===== src/rtl/video_pattern_gen.sv =====
// video_pattern_gen: four-mode test-pattern source (bars, checker, grey ramp, bouncing box) with a 2-stage registered output
// ports: pixel_clk clock; sys_rst async active-high reset; pixel_xpos/pixel_ypos/pixel_de timing-driver coordinates and enable;
//        mode_sel requested pattern (latched at frame start); pixel_data RGB888 {R,G,B}; data_valid pixel_de delayed 2 cycles
module video_pattern_gen #(
   parameter int H_DISP     = 1920,
   parameter int V_DISP     = 1080,
   parameter int COORD_W    = 11,
   parameter int NUM_BARS   = 8,
   parameter int CHECK_LOG2 = 6,
   parameter int BOX_SIZE   = 64,
   parameter int BOX_STEP   = 2
) (
   input  logic               pixel_clk,
   input  logic               sys_rst,
   input  logic [COORD_W-1:0] pixel_xpos,
   input  logic [COORD_W-1:0] pixel_ypos,
   input  logic               pixel_de,
   input  logic [1:0]         mode_sel,
   output logic [23:0]        pixel_data,
   output logic               data_valid
);
   localparam int BAR_W  = H_DISP / NUM_BARS;
   localparam int RAMP_K = (256 << 16) / H_DISP;
   localparam int PW     = COORD_W + 20;
   localparam logic [23:0] BAR_RGB [8] = '{24'hFFFFFF, 24'hFFFF00, 24'h00FFFF, 24'h00FF00,
                                           24'hFF00FF, 24'hFF0000, 24'h0000FF, 24'h000000};
   localparam logic [COORD_W-1:0] BOX_W = COORD_W'(BOX_SIZE);
   localparam logic [COORD_W-1:0] LIM_X = COORD_W'(H_DISP - BOX_SIZE);
   localparam logic [COORD_W-1:0] LIM_Y = COORD_W'(V_DISP - BOX_SIZE);
   localparam logic [COORD_W:0]   STEP  = (COORD_W + 1)'(BOX_STEP);

   logic [1:0]         active_mode, cur_mode, s1_mode;
   logic [COORD_W-1:0] bar_cnt, cur_cnt, box_x, box_y;
   logic [2:0]         bar_idx, cur_idx, s1_bar;
   logic               dir_x, dir_y, s1_de, s1_chk, s1_hit, hit;
   logic               line_start, frame_start, frame_end, bar_wrap;
   logic [PW-1:0]      ramp_prod;
   logic [COORD_W+3:0] ramp_shift;
   logic [7:0]         ramp_g, s1_g;
   logic [COORD_W:0]   nx, ny;

   // returns {dir, pos}; dir=0 means moving towards the limit
   function automatic logic [COORD_W:0] bounce(input logic [COORD_W-1:0] pos, input logic dir,
                                               input logic [COORD_W-1:0] lim);
      return !dir ? (({1'b0, pos} + STEP >= {1'b0, lim}) ? {1'b1, lim} : {1'b0, pos + STEP[COORD_W-1:0]})
                  : (({1'b0, pos} <= STEP) ? '0 : {1'b1, pos - STEP[COORD_W-1:0]});
   endfunction

   always_comb begin
      line_start  = pixel_de && pixel_xpos == '0;
      frame_start = line_start && pixel_ypos == '0;
      frame_end   = pixel_de && pixel_xpos == COORD_W'(H_DISP - 1) && pixel_ypos == COORD_W'(V_DISP - 1);
      cur_mode    = frame_start ? mode_sel : active_mode;
      // the line's first pixel restarts the bar walk without waiting for the registered counter
      cur_cnt     = line_start ? '0 : bar_cnt;
      cur_idx     = line_start ? '0 : bar_idx;
      bar_wrap    = cur_cnt == COORD_W'(BAR_W - 1);
      ramp_prod   = PW'(pixel_xpos) * PW'(RAMP_K);
      ramp_shift  = ramp_prod[PW-1:16];
      ramp_g      = ramp_shift > (COORD_W + 4)'(255) ? 8'hFF : ramp_shift[7:0];
      hit         = pixel_xpos >= box_x && pixel_xpos < box_x + BOX_W &&
                    pixel_ypos >= box_y && pixel_ypos < box_y + BOX_W;
      nx          = bounce(box_x, dir_x, LIM_X);
      ny          = bounce(box_y, dir_y, LIM_Y);
   end

   always_ff @(posedge pixel_clk or posedge sys_rst) begin
      if (sys_rst) begin
         active_mode <= '0;
         bar_cnt     <= '0;
         bar_idx     <= '0;
         box_x       <= '0;
         box_y       <= '0;
         dir_x       <= 1'b0;
         dir_y       <= 1'b0;
         s1_de       <= 1'b0;
         s1_mode     <= '0;
         s1_bar      <= '0;
         s1_chk      <= 1'b0;
         s1_g        <= '0;
         s1_hit      <= 1'b0;
         pixel_data  <= '0;
         data_valid  <= 1'b0;
      end else begin
         active_mode <= cur_mode;
         if (pixel_de) begin
            bar_cnt <= bar_wrap ? '0 : cur_cnt + 1'b1;
            bar_idx <= (bar_wrap && cur_idx != 3'(NUM_BARS - 1)) ? cur_idx + 3'd1 : cur_idx;
         end
         if (frame_end) begin
            {dir_x, box_x} <= nx;
            {dir_y, box_y} <= ny;
         end
         s1_de      <= pixel_de;
         s1_mode    <= cur_mode;
         s1_bar     <= cur_idx;
         s1_chk     <= pixel_xpos[CHECK_LOG2] ^ pixel_ypos[CHECK_LOG2];
         s1_g       <= ramp_g;
         s1_hit     <= hit;
         data_valid <= s1_de;
         pixel_data <= !s1_de          ? 24'h000000 :
                       s1_mode == 2'd0 ? BAR_RGB[s1_bar] :
                       s1_mode == 2'd1 ? {24{s1_chk}} :
                       s1_mode == 2'd2 ? {s1_g, s1_g, s1_g} : {24{s1_hit}};
      end
   end
endmodule


===== config.mk =====
export PLATFORM = sky130hd
export DESIGN_NAME = video_pattern_gen
export DESIGN_NICKNAME = d
export VERILOG_FILES = /design/src/rtl/video_pattern_gen.sv
export SDC_FILE = /design/constraint.sdc
export NUM_CORES = 1
export LEC_CHECK = 0
export CAP_MARGIN = 30
export CORE_ASPECT_RATIO = 1.2
export CORE_MARGIN = 5
export CORE_UTILIZATION = 45
export DETAILED_ROUTE_END_ITERATION = 12
export PLACE_DENSITY = 0.79
export SLEW_MARGIN = 15
export SYNTH_ARGS = -nofsm -noshare
export SYNTH_HDL_FRONTEND = slang
export SYNTH_SLANG_ARGS = --single-unit

===== constraint.sdc =====
create_clock -name pixel_clk -period 2.52 [get_ports pixel_clk]
set_input_delay 0.63 -clock pixel_clk [delete_from_list [all_inputs] [get_ports pixel_clk]]
set_output_delay 0.63 -clock pixel_clk [all_outputs]
set_load 0.02 [all_outputs]

==> results.md <==
* DRC violations left at 0
* Root Driver: clkbuf_16
* Pins Over Slew Limit at 0
* Worst-path clk slew at 0.07 ns
* CTS Sinks at 77
* Run status: finished, violations left
* DIE AREA at 0.0153 mm^2
* CP endpoint kind: flop
* Drt initial violations at 355
* Starting Density at 45.8%
* Ports at 52
* Total track usage at about 21%
* Die X at 114 um
* Leak at about 0.0037 uW
* CTS max path bufs at 2
* Port Buf Inserts at 51
* Syn_nets at slightly below 800
* GRT overflow at 0
* Psw at 1170 uW
* CP max stage delay at 0.57 ns
* CP most frequent cell: ha_4
* Logic pwr share at 28.4%
* Fraction of registers with async set/reset at 100%
* Number of synthesized flops with an enable pin at 0
* Ant diodes at 0
* Worst endpoint required time at 2.73 ns
* Worst path cell trace: buf_8 > ha_4 > fa_2 > fa_2 > ha_4 > ha_4 > nand4_1 > buf_4 > nor3_2 > a31oi_2 > nand3b_1 > buf_4 > nor4_2 > nor4_4
* Critical Path Fanout Max at 4
* Layout cells sized above 1 at between 20% and 30%
* CTS tree: done
* Max-cap violations at 0
* F_max at 313 MHz
* Clk_lat worst skew at 0.35 ns
* CTS Hold Bufs at 0
* Global-route wire length before repair at 25800 um
* Nets at 910
* Pre-Repair DR Iteration Count at 5
* Final WS setup at -0.675 ns
* Pwr dens at around 490 mW/mm^2
* Critical path arrival at 3.40 ns
* Crit path time final at 3.20 ns
* Core Footprint at between 0.01 and 0.015 mm^2
* Final Skew at 0.00715 ns
* GPL Wtd Cong at roughly 0.9
* Most frequent cells in the layout: 94 x buf_4, 76 x dfrtp_1, 66 x ha_1
* Vias/cell at a little under 6
* Syn avg cell area at ~9 um^2
* Internal power at around 2700 uW
* Flop pwr share at between 30 and 40%
* Largest net degree at the start of global routing at 34
* Worst slack, placed at -1.41 ns
* Most common cell after layout, fill and taps aside: buf_4
* Worst IR Drop VDD at 0.323 mV
* Final Hold Viols at 0
* Synth warnings at 0
* Dpl hpwl at around 12000 um
* CTS H-Tree Depth at 3
* Startpoint types: primary input
* Critical-path top delay cell: fa_2
* Fillcell total at between 900 and 1k
* Mapped Area at 0.00580 mm^2
* Syn-to-layout area delta at 36.8%
* ANT nets after route at 0
* Tightest Pin Transition at between 0.9 and 1 ns
* Antenna violations before repair at 0
* FF+latch count, synth at 77
* Post-synthesis sequential area ratio at 33.2%
* Final setup viols at 8
* Vias at 5671
* Die H at 134 um
* Library cells used by synthesis at 61
* HP Class: reg -> reg
* Crit path kind: in -> reg
* Clk network pwr share at 35.4%
* Vias in the first global route at 5581
* Switching part of the total power at a little under a third
* R2R setup slack at 0.11 ns
* RSZ-0062 raised after global routing: yes
* Failing checks: setup timing
* Slew headroom at 36.8%
* CTS Buf Count at 9
* Cell count after synthesis at 659
* WL per Instance at 16.8 um
* # rows at 45
* Main synth FF type: dfrtp_1
* Fin Setup TNS at -4.39 ns
* Drt total wl at 16300 um
* Tcrit/Tclk final at 127%
## logic make-up (layout without fill, tap and decap cells)
family | count (synthesis) | in the layout | synth area share (%)
and+or+nand+nor | 229 | 229 | 19.7
buffers and inverters | 72 | 217 | 4.87
AOI/OAI and AO/OA | 174 | 174 | 19.8
DFF | 77 | 77 | 33.2
adders and majority gates | 84 | 84 | 18.8
muxes | 5 | 5 | 0.905
xor gates and xnor gates | 18 | 18 | 2.72
## worst paths after layout
| check | cells past startpoint | from | end |
|---|---|---|---|
| min in group asynchronous | 2 | sys_rst | bar_cnt[3] |
| hold reg to reg | 0 | s1_de | data_valid |
| hold / removal | 0 | s1_de | data_valid |
| max in group asynchronous | 3 | sys_rst | pixel_data[16] |
| setup reg to reg | 10 | box_y[6] | s1_hit |
| setup / recovery | 14 | pixel_xpos[6] | s1_g[6] |
## cells in the mapped netlist (all sizes together), types with 11 or more instances
| master | n | area, um^2 |
|---|---|---|
| ha | 79 | 988 |
| dfrtp | 77 | 1930 |
| nor2 | 56 | 210 |
| nand2 | 51 | 191 |
| o21ai | 49 | 245 |
| inv | 46 | 173 |
| a21oi | 32 | 160 |
| nand3 | 31 | 155 |
| nor3 | 17 | 85.1 |
| a21o | 15 | 113 |
| and3 | 15 | 93.8 |
| clkbuf | 15 | 56.3 |
| xnor2 | 15 | 131 |
| a31oi | 12 | 75.1 |
| nand4 | 12 | 75.1 |
| nor4 | 12 | 75.1 |
| buf | 11 | 53.8 |
## flip-flops by register name (all words and copies together), names as in the netlist
signal      flops
bar_cnt        11
bar_idx         3
data_valid      1
box_x          10
s1_hit          1
s1_de           1
s1_mode         2
s1_g            8
box_y          10
dir_x           1
pixel_data     24
s1_bar          3
s1_chk          1
dir_y           1
## worst max-delay path, delay by kind of cell
family	cells	cell delay, ns
AO/OA/AOI/OAI	1	0.19
AND/OR/NAND/NOR	5	0.70
buffers and inverters	3	0.43
adder cells (fa/ha/maj)	5	1.45
## metal layers
metal  global-route usage (%)  part of all wire (%)  vias up
li1                         -                     -     2705
met1                     23.7                    39     2696
met2                     37.4                    51      213
met3                     2.89                   6.0       57
met4                     10.2                   4.2        0
met5                        0                     0        -
## per-stage QoR
step	instance area, um^2	hold slack [ns]	instances	power [uW]	utilization (%)
after floorplan	6020	0.394	659	1980	-
after global placement	7260	0.411	931	2330	57.3
after detailed placement	7260	0.415	931	2390	57.3
after CTS	7710	0.429	958	3850	60.9
after global routing	7940	0.460	968	4090	62.7
final	7940	0.429	968	3900	62.7
## power groups by stage
stage	Clock [uW]	Sequential (uW)	Combinational [uW]
finish	1380	1410	1110
CTS	1400	1410	1040
global placement	0	1430	907
detailed placement	0	1430	958
global route	1450	1420	1220
floorplan	0	1440	542
## cell type report
class,count,area (um^2),share of cell area [%]
inverter,46,176,2.22
tap,164,205,2.58
timing repair buffer,155,1350,17.1
clock inverter,6,75.1,0.945
multi-input combinational,510,3960,49.9
sequential,77,1930,24.3
clock buffer,10,239,3.01
## repair_timing
| item | 4_1_cts | 5_1_grt |
|---|---|---|
| endpoints found under the setup margin | 21 | 30 |
| hold endpoints to repair | 0 | 0 |
| cloned | 0 | 1 |
| buffers inserted | 11 | 9 |
| resized for setup | 51 | 39 |
| pin swaps | 26 | 24 |
No activity file was read; power rests on OpenSTA's default activity.
